`src/rtl/fht_pkg.sv`:
```
// Shared FHT definitions: sequencer state encoding and the (stage, butterfly)
// to twiddle-address / operand-index mapping used by the agen and memory control.
package fht_pkg;

  localparam int P_BIT_DEF = 7;
  localparam int POINTS    = 1 << P_BIT_DEF;
  localparam int HALF      = POINTS / 2;

  typedef enum logic [1:0] {
    ST_IDLE = 2'd0,
    ST_RUN  = 2'd1,
    ST_DONE = 2'd2
`ifdef FHT_AGEN_STAGE_GAP_EN
    , ST_GAP = 2'd3
`endif
  } agen_state_t;

  // Offset of butterfly b inside its group at stage s.
  function automatic logic [31:0] agen_k(input logic [31:0] s, input logic [31:0] b);
    return b & ((32'd1 << s) - 32'd1);
  endfunction

  // Half-period ROM: stage s steps the angle by POINTS/2^(s+1) table entries.
  function automatic logic [31:0] agen_addr(input logic [31:0] p_bit, input logic [31:0] s,
                                            input logic [31:0] b);
    return agen_k(s, b) << (p_bit - 32'd1 - s);
  endfunction

  function automatic logic [31:0] agen_idx_a(input logic [31:0] s, input logic [31:0] b);
    return ((b >> s) << (s + 32'd1)) + agen_k(s, b);
  endfunction

  function automatic logic [31:0] agen_idx_b(input logic [31:0] s, input logic [31:0] b);
    return agen_idx_a(s, b) + (32'd1 << s);
  endfunction

endpackage

```
`src/rtl/fht_twiddle_agen_if.sv`:
```
// Sequencer-side bundle of the twiddle address generator: start/ready controls
// plus the address, index, and status outputs.
interface fht_twiddle_agen_if
  import fht_pkg::*;
#(
  parameter int P_BIT = 7,
  parameter int A_BIT = P_BIT - 1,
  parameter int S_BIT = $clog2(P_BIT)
);
  // Handshake: a beat (oADDR, oIDX_A, oIDX_B, oSTAGE, oST_ZERO) transfers on
  // every clock edge where oVALID and iREADY are both high; while oVALID is
  // high and iREADY is low, every beat field stays stable until accepted.
  logic             iSTART;
  logic             iREADY;
  logic [A_BIT-1:0] oADDR;
  logic             oST_ZERO;
  logic [P_BIT-1:0] oIDX_A;
  logic [P_BIT-1:0] oIDX_B;
  logic [S_BIT-1:0] oSTAGE;
  logic             oVALID;
  logic             oTW_VALID;
  logic             oBUSY;
  logic             oDONE;
  agen_state_t      dbg_state;

  modport master (
    input  iSTART, iREADY,
    output oADDR, oST_ZERO, oIDX_A, oIDX_B, oSTAGE, oVALID, oTW_VALID, oBUSY, oDONE, dbg_state
  );

  modport slave (
    output iSTART, iREADY,
    input  oADDR, oST_ZERO, oIDX_A, oIDX_B, oSTAGE, oVALID, oTW_VALID, oBUSY, oDONE, dbg_state
  );
endinterface

```
`src/rtl/fht_agen_idx.sv`:
```
// Combinational mapper from (stage, butterfly) to twiddle ROM address and the
// butterfly operand index pair.
module fht_agen_idx
  import fht_pkg::*;
#(
  parameter int P_BIT = 7,
  parameter int A_BIT = P_BIT - 1,
  parameter int S_BIT = $clog2(P_BIT)
) (
  input  logic [S_BIT-1:0] s,
  input  logic [P_BIT-2:0] b,
  output logic [A_BIT-1:0] addr,
  output logic [P_BIT-1:0] idx_a,
  output logic [P_BIT-1:0] idx_b
);
  assign addr  = A_BIT'(agen_addr(32'(P_BIT), 32'(s), 32'(b)));
  assign idx_a = P_BIT'(agen_idx_a(32'(s), 32'(b)));
  assign idx_b = P_BIT'(agen_idx_b(32'(s), 32'(b)));
endmodule

```
`src/rtl/fht_twiddle_agen.sv`:
```
// Radix-2 FHT pass sequencer: walks all stages/butterflies after a start pulse.
// Optional FHT_AGEN_STAGE_GAP_EN inserts GAP_CYC idle cycles between stages.
module fht_twiddle_agen
  import fht_pkg::*;
#(
  parameter int P_BIT = P_BIT_DEF,
  parameter int A_BIT = P_BIT - 1,
  parameter int S_BIT = $clog2(P_BIT)
`ifdef FHT_AGEN_STAGE_GAP_EN
  , parameter int GAP_CYC = 4
`endif
) (
  input logic iCLK,
  input logic iRESET,
  fht_twiddle_agen_if.master bus
);
  localparam int B_W = P_BIT - 1;
  localparam logic [B_W-1:0]   B_LAST = {B_W{1'b1}};
  localparam logic [S_BIT-1:0] S_LAST = S_BIT'(P_BIT - 1);

  agen_state_t      state_q, state_d;
  logic [S_BIT-1:0] s_q, s_d;
  logic [B_W-1:0]   b_q, b_d;
  logic             tw_valid_q;
  logic             run;
  logic [A_BIT-1:0] addr_w;
  logic [P_BIT-1:0] idx_a_w, idx_b_w;

`ifdef FHT_AGEN_STAGE_GAP_EN
  localparam int G_W = (GAP_CYC > 1) ? $clog2(GAP_CYC) : 1;
  logic [G_W-1:0] gap_q, gap_d;
`endif

  always_comb begin
    state_d = state_q;
    s_d     = s_q;
    b_d     = b_q;
`ifdef FHT_AGEN_STAGE_GAP_EN
    gap_d   = gap_q;
`endif
    unique case (state_q)
      ST_IDLE: begin
        if (bus.iSTART) begin
          s_d     = '0;
          b_d     = '0;
          state_d = ST_RUN;
        end
      end
      ST_RUN: begin
        if (bus.iREADY) begin
          if (b_q == B_LAST) begin
            b_d = '0;
            if (s_q == S_LAST) begin
              state_d = ST_DONE;
            end else begin
              s_d = s_q + 1'b1;
`ifdef FHT_AGEN_STAGE_GAP_EN
              state_d = ST_GAP;
              gap_d   = G_W'(GAP_CYC - 1);
`endif
            end
          end else begin
            b_d = b_q + 1'b1;
          end
        end
      end
`ifdef FHT_AGEN_STAGE_GAP_EN
      // The gap is a fixed drain window, so it runs down regardless of iREADY.
      ST_GAP: begin
        if (gap_q == '0) state_d = ST_RUN;
        else             gap_d   = gap_q - 1'b1;
      end
`endif
      ST_DONE: state_d = ST_IDLE;
      default: state_d = ST_IDLE;
    endcase
  end

  always_ff @(posedge iCLK) begin
    if (iRESET) begin
      state_q    <= ST_IDLE;
      s_q        <= '0;
      b_q        <= '0;
      tw_valid_q <= 1'b0;
`ifdef FHT_AGEN_STAGE_GAP_EN
      gap_q      <= '0;
`endif
    end else begin
      state_q    <= state_d;
      s_q        <= s_d;
      b_q        <= b_d;
      tw_valid_q <= (state_q == ST_RUN);
`ifdef FHT_AGEN_STAGE_GAP_EN
      gap_q      <= gap_d;
`endif
    end
  end

  fht_agen_idx #(.P_BIT(P_BIT), .A_BIT(A_BIT), .S_BIT(S_BIT)) u_idx (
    .s     (s_q),
    .b     (b_q),
    .addr  (addr_w),
    .idx_a (idx_a_w),
    .idx_b (idx_b_w)
  );

  // Beat fields read as zero outside RUN so idle and reset look identical downstream.
  assign run           = (state_q == ST_RUN);
  assign bus.oADDR     = run ? addr_w  : '0;
  assign bus.oIDX_A    = run ? idx_a_w : '0;
  assign bus.oIDX_B    = run ? idx_b_w : '0;
  assign bus.oST_ZERO  = run & (s_q == '0);
  assign bus.oSTAGE    = s_q;
  assign bus.oVALID    = run;
  assign bus.oTW_VALID = tw_valid_q;
  assign bus.oBUSY     = (state_q != ST_IDLE);
  assign bus.oDONE     = (state_q == ST_DONE);
  assign bus.dbg_state = state_q;
endmodule

```
`src/flat_wrapper.sv`:
```
// flat-port wrapper written by rule: the top's interface ports become plain ports
module fht_twiddle_agen_flat import fht_pkg::*;
#(
  parameter int P_BIT = P_BIT_DEF,
  parameter int A_BIT = P_BIT - 1,
  parameter int S_BIT = $clog2(P_BIT)

)
  (iCLK, iRESET, bus_iSTART, bus_iREADY, bus_oADDR, bus_oST_ZERO, bus_oIDX_A, bus_oIDX_B, bus_oSTAGE, bus_oVALID, bus_oTW_VALID, bus_oBUSY, bus_oDONE, bus_dbg_state);
  fht_twiddle_agen_if #(.P_BIT(P_BIT), .A_BIT(A_BIT), .S_BIT(S_BIT)) bus_i ();
  input logic iCLK;
  input logic iRESET;
  input wire logic [$bits(bus_i.iSTART)-1:0] bus_iSTART;
  input wire logic [$bits(bus_i.iREADY)-1:0] bus_iREADY;
  output wire logic [$bits(bus_i.oADDR)-1:0] bus_oADDR;
  output wire logic [$bits(bus_i.oST_ZERO)-1:0] bus_oST_ZERO;
  output wire logic [$bits(bus_i.oIDX_A)-1:0] bus_oIDX_A;
  output wire logic [$bits(bus_i.oIDX_B)-1:0] bus_oIDX_B;
  output wire logic [$bits(bus_i.oSTAGE)-1:0] bus_oSTAGE;
  output wire logic [$bits(bus_i.oVALID)-1:0] bus_oVALID;
  output wire logic [$bits(bus_i.oTW_VALID)-1:0] bus_oTW_VALID;
  output wire logic [$bits(bus_i.oBUSY)-1:0] bus_oBUSY;
  output wire logic [$bits(bus_i.oDONE)-1:0] bus_oDONE;
  output wire logic [$bits(bus_i.dbg_state)-1:0] bus_dbg_state;
  assign bus_i.iSTART = bus_iSTART;
  assign bus_i.iREADY = bus_iREADY;
  assign bus_oADDR = bus_i.oADDR;
  assign bus_oST_ZERO = bus_i.oST_ZERO;
  assign bus_oIDX_A = bus_i.oIDX_A;
  assign bus_oIDX_B = bus_i.oIDX_B;
  assign bus_oSTAGE = bus_i.oSTAGE;
  assign bus_oVALID = bus_i.oVALID;
  assign bus_oTW_VALID = bus_i.oTW_VALID;
  assign bus_oBUSY = bus_i.oBUSY;
  assign bus_oDONE = bus_i.oDONE;
  assign bus_dbg_state = bus_i.dbg_state;
  fht_twiddle_agen #(.P_BIT(P_BIT), .A_BIT(A_BIT), .S_BIT(S_BIT)) u_core (.iCLK(iCLK), .iRESET(iRESET), .bus(bus_i));
endmodule
```
`config.mk`:
```
export PLATFORM = sky130hd
export DESIGN_NAME = fht_twiddle_agen_flat
export DESIGN_NICKNAME = d
export VERILOG_FILES = /design/src/rtl/fht_pkg.sv /design/src/rtl/fht_twiddle_agen_if.sv /design/src/rtl/fht_agen_idx.sv /design/src/rtl/fht_twiddle_agen.sv /design/src/flat_wrapper.sv
export SDC_FILE = /design/constraint.sdc
export NUM_CORES = 1
export LEC_CHECK = 0
export CORE_UTILIZATION = 35
export DETAILED_ROUTE_END_ITERATION = 10
export GPL_ROUTABILITY_DRIVEN = 0
export PLACE_DENSITY = 0.71
export SLEW_MARGIN = 15
export SYNTH_ARGS = -nofsm -noshare
export SYNTH_HDL_FRONTEND = slang
export SYNTH_SLANG_ARGS = --single-unit
```
`constraint.sdc`:
```
create_clock -name iCLK -period 4.8 [get_ports iCLK]
set_clock_uncertainty 0.1 [all_clocks]
set_input_delay 0.72 -clock iCLK [delete_from_list [all_inputs] [get_ports iCLK]]
set_output_delay 0.72 -clock iCLK [all_outputs]
set_load 0.03 [all_outputs]
```
---- Yosys cells after proc, flatten, opt, wreduce, memory -nomap -nowiden ----
Cells that the tools add are included.
cells by class
  add/subtract/negate cells ............... 7
  multiply operators ...................... 0
  magnitude comparators ................... 0
  equality and inequality tests ........... 9
  bitwise gates (word level) .............. 2
  shift operators ......................... 4
  multiplexer cells ....................... 17
  reduce and logical (&&, ||, !) cells .... 7
  div/mod/pow operators ................... 0
operator list
  cell                                                                   count
  6-bit by 32-bit bitwise AND with 32-bit output                         1
  1-bit by 3-bit left shift with 32-bit output (first input constant)    1
  32-bit by 32-bit left shift with 6-bit output                          1
  32-bit by 4-bit left shift with 7-bit output                           1
  6-bit by 3-bit right shift with 32-bit output                          1
  32-bit by 1-bit subtractor with 32-bit output (second input constant)  1
  6-bit 2-to-1 mux                                                       4
  7-bit adder                                                            2
  7-bit 2-to-1 mux                                                       2
  3-bit 2-to-1 mux                                                       4
  6-bit case mux with 2 select lines                                     1
  2-bit != test (second input constant)                                  5
  2-bit 2-to-1 mux                                                       4
  6-bit by 1-bit adder with 6-bit output (second input constant)         1
  6-bit equality test (second input constant)                            1
  3-bit case mux with 2 select lines                                     1
  5-bit AND reduction                                                    1
  3-bit by 1-bit adder with 4-bit output (second input constant)         1
  2-bit case mux with 2 select lines                                     1
  4-bit AND reduction                                                    1
  2-bit nonzero test                                                     2
  3-bit by 3-bit subtractor with 4-bit output (first input constant)     1
  3-bit by 1-bit adder with 3-bit output (second input constant)         1
  3-bit equality test (second input constant)                            1
  other kinds (6)                                                        6
word-level totals
  register bits after elaboration ......... 12
  RAM bits ................................ 0
  output and inout port bits .............. 30
  bits in read-only memories .............. 0
  bits in latches ......................... 0
  word-level logic and storage cells ...... 50
  memories kept ........................... 0

---- Logic depth before layout (Yosys ltp) ----
Gate-level depths: netlist of the first run.
  word-level depth ........................ 6
  depth in mapped cells ................... 20

---- Cells and area by module ----
Synthesis of the first run repeated with hierarchy kept, for this count alone.
second synthesis, totals
  cells, all modules ...................... 265
  area, all modules ....................... 1903.1 um^2
by module, submodules not included
  module            cells each  times used  area an instance (um^2)  sequential area each (um^2)
  fht_agen_idx      169         1           1138.6                   0.0
  fht_twiddle_agen  96          1           764.5                    240.2

---- Least setup slack after synthesis of the first run ----
Ideal clock, no wire load.
  kind .................................... reg2out
  start ................................... reg u_core.s_q[0] (netlist: u_core.bus.oSTAGE[0])
  end ..................................... out bus_oIDX_B[6]
  slack ................................... -0.524 ns
  data arrival time ....................... 4.504 ns
  stages on the path, launching flop included .. 19
  path buffers ............................ 2
  cell sequence ........................... dfxtp_1 > inv_1 > ha_1 > clkbuf_1 > clkbuf_1 > nor3_1 > ha_1 > a21o_1 > a21oi_1 > o21bai_1 > a21oi_1 > xnor2_1 > ha_1 > and2_1 > o21ai_0 > o31ai_1 > a311o_1 > xnor3_1 > nor2_1
on the way
  word-level cells in the longest chain between the ends .. 6
  elaborated cells between the ends (all ways) .. 9
  those cells by class .................... add/sub (4); shift (3); mux (1); bitwise (1)
ends and longest elaborated chain
  item                                            RTL line                 source
  from (decl)                                     fht_twiddle_agen.sv:22   logic [S_BIT-1:0] s_q, s_d;
  from (signal assigned)                          fht_twiddle_agen.sv:82   s_q <= '0;
  from (signal assigned)                          fht_twiddle_agen.sv:90   s_q <= s_d;
  1-bit by 3-bit left shift with 32-bit output    --
  32-bit by 1-bit subtractor with 32-bit output   fht_pkg.sv:20            return b & ((32'd1 << s) - 32'd1);
  6-bit by 32-bit bitwise AND with 32-bit output  fht_pkg.sv:20
  7-bit adder                                     fht_pkg.sv:30            return ((b >> s) << (s + 32'd1)) + agen_k(s, b);
  7-bit adder *                                   fht_pkg.sv:34            return agen_idx_a(s, b) + (32'd1 << s);
  7-bit 2-to-1 mux *                              fht_twiddle_agen.sv:111  assign bus.oIDX_B = run ? idx_b_w : '0;
  to (decl)                                       flat_wrapper.sv:18       output wire logic [$bits(bus_i.oIDX_B)-1:0] bus_oIDX_B;
Every way passes the cells marked *; elsewhere a longest branch is shown, timed or not.

---- Worst setup path in the final report of the first run ----
  start ................................... reg u_core.s_q[1] (netlist: u_core.bus.oSTAGE[1])
  end ..................................... out bus_oIDX_B[6]
The elaborated chain is that of the path after synthesis.

==> results by group, run 1 <==
Outcome
  – Failing checks: negative setup slack
  – Status: finished, violations left

Synthesis
  – Number of enable flip-flop cells after synthesis: 0
  – Net Count, Synth: 275
  – Synthesized area: 1780 um2
  – Yosys warns: 0
  – Cells after synthesis: 251
  – Async set-reset flop share out of synthesis: 0%
  – Largest area contributor in the netlist: dfxtp_1
  – Synth top area share: 13.5%
  – Area contributors post-synth: dfxtp_1 (14%), ha_1 (13%), nor2_1 (7.0%)
  – Yosys cell types: 52
  – Register area share after synthesis: 13.5%
  – Post-synthesis register bit count: 12
  – Synth Flop Type: dfxtp_1
  – Mean Syn Cell Area: 7.08 um2

Timing
  – Fin Hold WS: 0.431 ns
  – Slew @ Worst Pin: 0.658 ns
  – Final Critical Period: 4.80 ns
  – Relative slew slack: 56.1%
  – Achievable Freq: 208 MHz
  – Count of pins over their slew limit: 0
  – Final Cycle Share: 100%
  – Post-route setup slack: -0.00270 ns
  – Final Hold Fails: 0
  – RSZ-0062 raised after global routing: true
  – Final setup vio count: 1

Clock tree
  – CTS Sinks: 12
  – Clk root buf: clkbuf_8
  – H-tree levels: 1
  – CTS Buf Count: 3
  – Clk slew on worst S/H paths: 0.05 ns
  – Clock tree buffer depth: 2
  – Cts hold-fix bufs: 0
  – CTS tree: done
  – Clock latency on the worst-skew pair: 0.24 ns

Route
  – Antenna Nets Post-Route: 0
  – DR vias/cell: 5.25
  – DR vias: 1932
  – Total Wirelength: 5.19 mm
  – Initial DRC Count: 114
  – Drt wl/cell: 14.1 um
  – DR pass1 iterations: 4
  – DRC errors left: 0

Global route
  – Tot GR Track Use: 19.8%
  – Number of global-route vias before repair: 1744
  – GR Overflow Total: 0
  – Initial antenna violation count: 0
  – First-pass GRT wire length: 8.31 mm
  – Largest net degree at the start of global routing: 17

Cells and area
  – Area Overhead vs Synth: 40.4%
  – Fin cells: 368
  – Fraction of layout cells with a size suffix above 1: 20.3%
  – Fillers: 477
  – Fin nets: 326
  – ANT cells: 0

Pwr
  – Max VDD drop: 0.126 mV
  – Power density over cell area: 131 nW/um2
  – P_leak: 0.00111 uW

Setup path
  – Crit Path Max Fanout: 6
  – Critical path's largest stage delay: 0.41 ns
  – Critical-path top delay cell: fa_1
  – Worst setup path category: reg2out
  – CP required: 3.98 ns
  – Buf+Inv Stages, Crit Path: 1
  – CP Data Arrival Time: 3.98 ns
  – Most used cell, CP: ha_1
  – CP Launch Type: flip-flop
  – CP endpoint kind: output pin
  – CP top delay family: compound AO/OA/AOI/OAI gates
  – CP cell instances: mux2_2, mux2i_2, nand2b_4, nor3_1, ha_1, fa_1, a21o_1, a21oi_2, xnor2_1, ha_1, o21ai_0, a21oi_1, nor4_1, a311o_1, xnor3_1, nor2_4, buf_6

Placement
  – I/O Buffers: 33
  – Inst Count DP: 354
  – Pre-CTS setup slack: 0.0717 ns
  – Post-DP HPWL: 3.90 mm

Floorplan
  – Top Ports: 34
  – Core Region: 4820 um2
  – Die H: 73.3 um
  – Rows: 25
  – Initial core utilization: 36.9%
  – DIE AREA: 5370 um2
  – DIE WIDTH: 73.3 um

Hold path
  – Worst hold path class: reg2reg

Run
  – Max-cap check violation count: 0
## metal layers
layer | GRT usage [%] | up-vias | part of all wire [%]
met4 | 2.83 | 0 | 0.81
met1 | 25.2 | 880 | 43
li1 | - | 989 | -
met2 | 35.3 | 59 | 51
met3 | 3.57 | 4 | 4.7
met5 | 0 | - | 0
## state kept, by name, summed over array words and instances (netlist names)
register / flops
u_core.bus.oTW_VALID: 1
u_core.bus.dbg_state: 2
u_core.bus.oSTAGE: 3
u_core.b_q: 6
## layout make-up
cell class	instances	area, um2	share of cell area [%]
sequential	12	253	10.1
clock buffer	4	55.1	2.21
timing repair buffer	59	526	21.1
inverter	20	75.1	3.01
tap	67	83.8	3.36
multi-input combinational	206	1500	60.3
## logic make-up after synthesis
logic type,Yosys count,synth area share (%)
adders and majority gates,20,14.9
AOI/OAI and AO/OA,60,23.1
muxes,6,3.45
buffers and inverters,33,7.67
and+or+nand+nor,105,29.2
xor gates and xnor gates,15,8.16
DFF,12,13.5
## where the power goes
part	switching [uW]	internal [uW]	leakage, uW
Combinational	65.3	46.3	0.000986
Clock	38.7	72.6	0.0000288
Sequential	3.94	101	0.000100
## synthesized netlist by cell type (5+ instances only)
cell type / count
and3_1: 6
xnor2_1: 8
ha_1: 18
dfxtp_1: 12
nor3_1: 9
inv_1: 20
nand2b_1: 6
nand2_1: 14
o21ai_0: 11
nand3_1: 13
clkbuf_1: 10
a21oi_1: 17
mux2i_1: 5
xor2_1: 6
and2_1: 10
nor2_1: 33
## cells in the final DEF, fill, tap and decap left out, drive strengths merged, types with 2 or more instances in the layout
cell type | netlist | routed
o22ai | 2 | 2
nor3 | 9 | 9
xor2 | 6 | 6
nand3 | 13 | 13
and3 | 6 | 6
fa | 2 | 2
o31ai | 2 | 2
a221oi | 2 | 2
nand2 | 14 | 14
nor4 | 2 | 2
ha | 18 | 18
inv | 20 | 20
or2 | 3 | 3
xnor2 | 8 | 8
a21o | 4 | 4
mux2i | 5 | 5
nor2 | 34 | 34
nor2b | 4 | 4
o21ai | 13 | 13
a21oi | 17 | 17
buf | 2 | 29
o21bai | 4 | 4
o221ai | 2 | 2
nand2b | 6 | 6
and4 | 2 | 2
clkbuf | 11 | 4
o2bb2ai | 2 | 2
dfxtp | 12 | 12
and2 | 10 | 10
clkdlybuf4s50 | 0 | 30
## final timing paths
path / start / to / slack, ns / depth (start not counted)
worst max-delay path: u_core.bus.oSTAGE[1] / bus_oIDX_B[6] / -0.003 / 17
worst min-delay path: u_core.bus.dbg_state[1] / u_core.bus.dbg_state[0] / 0.43 / 1
worst max register to register: u_core.b_q[0] / u_core.bus.oSTAGE[1] / 2.76 / 8
worst min register to register: u_core.bus.dbg_state[1] / u_core.bus.dbg_state[0] / 0.43 / 1
## worst reg2reg max path: stages, from the launching register on
cell	delay, ns
dfxtp_1	0.33
buf_4	0.17
ha_1	0.20
and3_1	0.21
and3_1	0.19
o21ai_1	0.32
nor2_1	0.11
a32oi_1	0.24
nor2_1	0.05
## through the flow
| stage | TNS (ns) | utilization, % | cell area, um2 | power (uW) |
|---|---|---|---|---|
| after floorplan | 0 | - | 1800 | 174 |
| after global placement | 0 | 46.9 | 2260 | 207 |
| after detailed placement | 0 | 46.9 | 2260 | 207 |
| after CTS | 0 | 49.0 | 2360 | 322 |
| after global routing | -0.209 | 51.8 | 2500 | 346 |
| final | -0.00270 | 51.8 | 2500 | 328 |
## timing repair
item                                   in CTS  in global routing
setup endpoints to repair                   1                  1
resized for setup                           4                 20
pin swaps                                   6                  9
setup buffers                               4                  6
endpoints found under the hold margin       0                  0
No activity file was read; power rests on OpenSTA's default activity.
==> run 2, diff against run 1 <==
- CTS_CLUSTER_SIZE: default -> 28
==> results of run 2 <==
No change in the layout: final DEF, timing and power equal those of run 1.
==> run 3, diff against run 2 <==
--- a/config.mk
+++ b/config.mk
@@ -7,7 +7,9 @@
 export LEC_CHECK = 0
 export CORE_UTILIZATION = 35
+export CTS_CLUSTER_DIAMETER = 40
 export CTS_CLUSTER_SIZE = 28
 export DETAILED_ROUTE_END_ITERATION = 10
 export GPL_ROUTABILITY_DRIVEN = 0
+export MAX_ROUTING_LAYER = met4
 export PLACE_DENSITY = 0.71
 export SLEW_MARGIN = 15
==> constraint.sdc (replaced) <==
create_clock -name iCLK -period 4.8 [get_ports iCLK]
set_clock_uncertainty 0.1 [all_clocks]
set_input_delay 1.44 -clock iCLK [delete_from_list [all_inputs] [get_ports iCLK]]
set_output_delay 1.44 -clock iCLK [all_outputs]
set_load 0.03 [all_outputs]
==> results by group, run 3 (same netlist as run 1, synthesis figures left out) <==
Clock tree
  – Clk slew on worst S/H paths: 0.05 ns
  – Clock latency on the worst-skew pair: 0.24 ns
  – H-tree levels: 1
  – CTS Buf Count: 3
  – CTS tree: done
  – CTS Sinks: 12
  – Clk root buf: clkbuf_8
  – Clock tree buffer depth: 2

Setup path
  – Crit Path Max Fanout: 7
  – CP endpoint kind: output pin
  – CP Launch Type: flip-flop
  – Worst setup path category: reg2out
  – Critical path's largest stage delay: 0.38 ns
  – CP cell instances: buf_12, nand3_2, o21ai_1, a21oi_1, o32a_1, nor3_4, buf_4, buf_4, fa_2, a21o_1, a21oi_4, xnor2_2, ha_2, o21ai_1, a21oi_2, nor4_2, a311o_1, xnor3_1, nor2_4, buf_6
  – CP required: 3.26 ns
  – Critical-path top delay cell: dfxtp_4
  – CP Data Arrival Time: 3.92 ns

Route
  – Total Wirelength: 6.33 mm
  – Drt wl/cell: 15.6 um
  – Antenna Nets Post-Route: 0
  – Initial DRC Count: 98
  – DRC errors left: 0
  – DR vias/cell: 5.35
  – DR vias: 2168
  – DR pass1 iterations: 5

Timing
  – Final setup vio count: 4
  – Final Critical Period: 5.46 ns
  – Final Cycle Share: 114%
  – Post-route setup slack: -0.660 ns
  – Final Hold Fails: 0
  – Achievable Freq: 183 MHz
  – RSZ-0062 raised after global routing: true
  – Relative slew slack: 70.4%
  – Count of pins over their slew limit: 0
  – Slew @ Worst Pin: 0.433 ns

Global route
  – Tot GR Track Use: 24.3%
  – Largest net degree at the start of global routing: 19
  – Number of global-route vias before repair: 2129
  – GR Overflow Total: 0
  – First-pass GRT wire length: 9.87 mm
  – Initial antenna violation count: 0

Cells and area
  – Fraction of layout cells with a size suffix above 1: 38.8%
  – Fin nets: 363
  – Top reg by flops: u_core.b_q
  – Fin cells: 405
  – Commonest cells after routing, fill and taps aside: buf_4 (63), nor2_1 (31), clkdlybuf4s50_1 (23)
  – Area Overhead vs Synth: 68.9%
  – ANT cells: 0
  – Largest register FFs: 6
  – Fin util: 62.3%
  – Fillers: 395
  – Cell area after layout: 3000 um2
  – Most common cell after layout, fill and taps aside: buf_4

Outcome
  – Failing checks: negative setup slack
  – Status: finished, violations left

Pwr
  – P_leak: 0.00137 uW
  – Power density over cell area: 117 nW/um2
  – Max VDD drop: 0.0947 mV

Placement
  – Post-DP HPWL: 4.40 mm
  – Inst Count DP: 392
  – I/O Buffers: 33
  – Placed Area: 2610 um2

Floorplan
  – Core Region: 4820 um2
  – Top Ports: 34
  – Rows: 25
  – Die H: 73.3 um
  – DIE AREA: 5370 um2
  – DIE WIDTH: 73.3 um
  – Initial core utilization: 36.9%

Hold path
  – Worst hold path class: reg2reg

Run
  – Max-cap check violation count: 0
==> run 3: changes by cell type in the layout (fill, tap and decap cells not counted), sizes merged <==
cell	previous run	this run
dlymetal6s2s	0	1
clkinvlp	0	1
clkdlybuf4s50	30	23
dlygate4sd2	0	1
inv	20	19
clkdlybuf4s15	0	1
buf	29	69
bufbuf	0	1
==> run 3: path summary, 6_finish.rpt <==
path,cells past startpoint,slack (ns),endpoint,from
worst min register to register,1,0.46,u_core.bus.dbg_state[0],u_core.bus.dbg_state[1]
worst max-delay path,20,-0.66,bus_oIDX_B[6],u_core.bus.oSTAGE[1]
worst max register to register,6,2.79,u_core.bus.dbg_state[0],u_core.b_q[0]
worst min-delay path,1,0.46,u_core.bus.dbg_state[0],u_core.bus.dbg_state[1]
==> run 3: per-stage QoR <==
step / TNS [ns] / hold slack, ns / worst slack [ns] / power, uW
3_5_place_dp: -0.929 / 0.415 / -0.480 / 223
5_1_grt: -2.19 / 0.513 / -0.810 / 369
4_1_cts: -1.08 / 0.453 / -0.592 / 346
2_1_floorplan: -0.489 / 0.396 / -0.307 / 179
6_report: -1.46 / 0.460 / -0.660 / 351
3_3_place_gp: -0.824 / 0.414 / -0.427 / 221
==> run 3: cell type report <==
type / count / area (um2) / area share (%)
multi-input combinational: 206 / 1690 / 56.2
tap: 67 / 83.8 / 2.79
inverter: 20 / 78.8 / 2.62
clock buffer: 4 / 55.1 / 1.83
timing repair buffer: 96 / 845 / 28.1
sequential: 12 / 251 / 8.37
==> run 3: power by group <==
group	switching [uW]	internal, uW	total (uW)	leakage (uW)
clock network	38.4	72.6	111	0.0000288
registers	3.56	101	105	0.0000999
logic	75.4	59.8	135	0.00124
==> run 3: what timing repair did <==
action,4_1_cts,5_1_grt
pin swaps,13,18
setup buffers,6,2
resized for setup,32,20
hold buffers,0,0
gates cloned,1,0
setup endpoints to repair,6,8
==> run 3: routing by layer <==
metal	global-route usage, %	vias up	part of all wire, %
met1	27.7	1006	41
met3	3.70	20	4.3
met4	9.37	0	2.7
li1	-	1063	-
met2	42.8	79	52
met5	-	-	0
==> run 3: worst max-delay path, delay by kind of cell, from the launching register on <==
family,cells,cell delay (ns)
compound gates,8,1.22
fa+ha+maj,2,0.68
buf+inv,4,0.53
simple gates,4,0.46
xor+xnor,2,0.41
flops,1,0.38
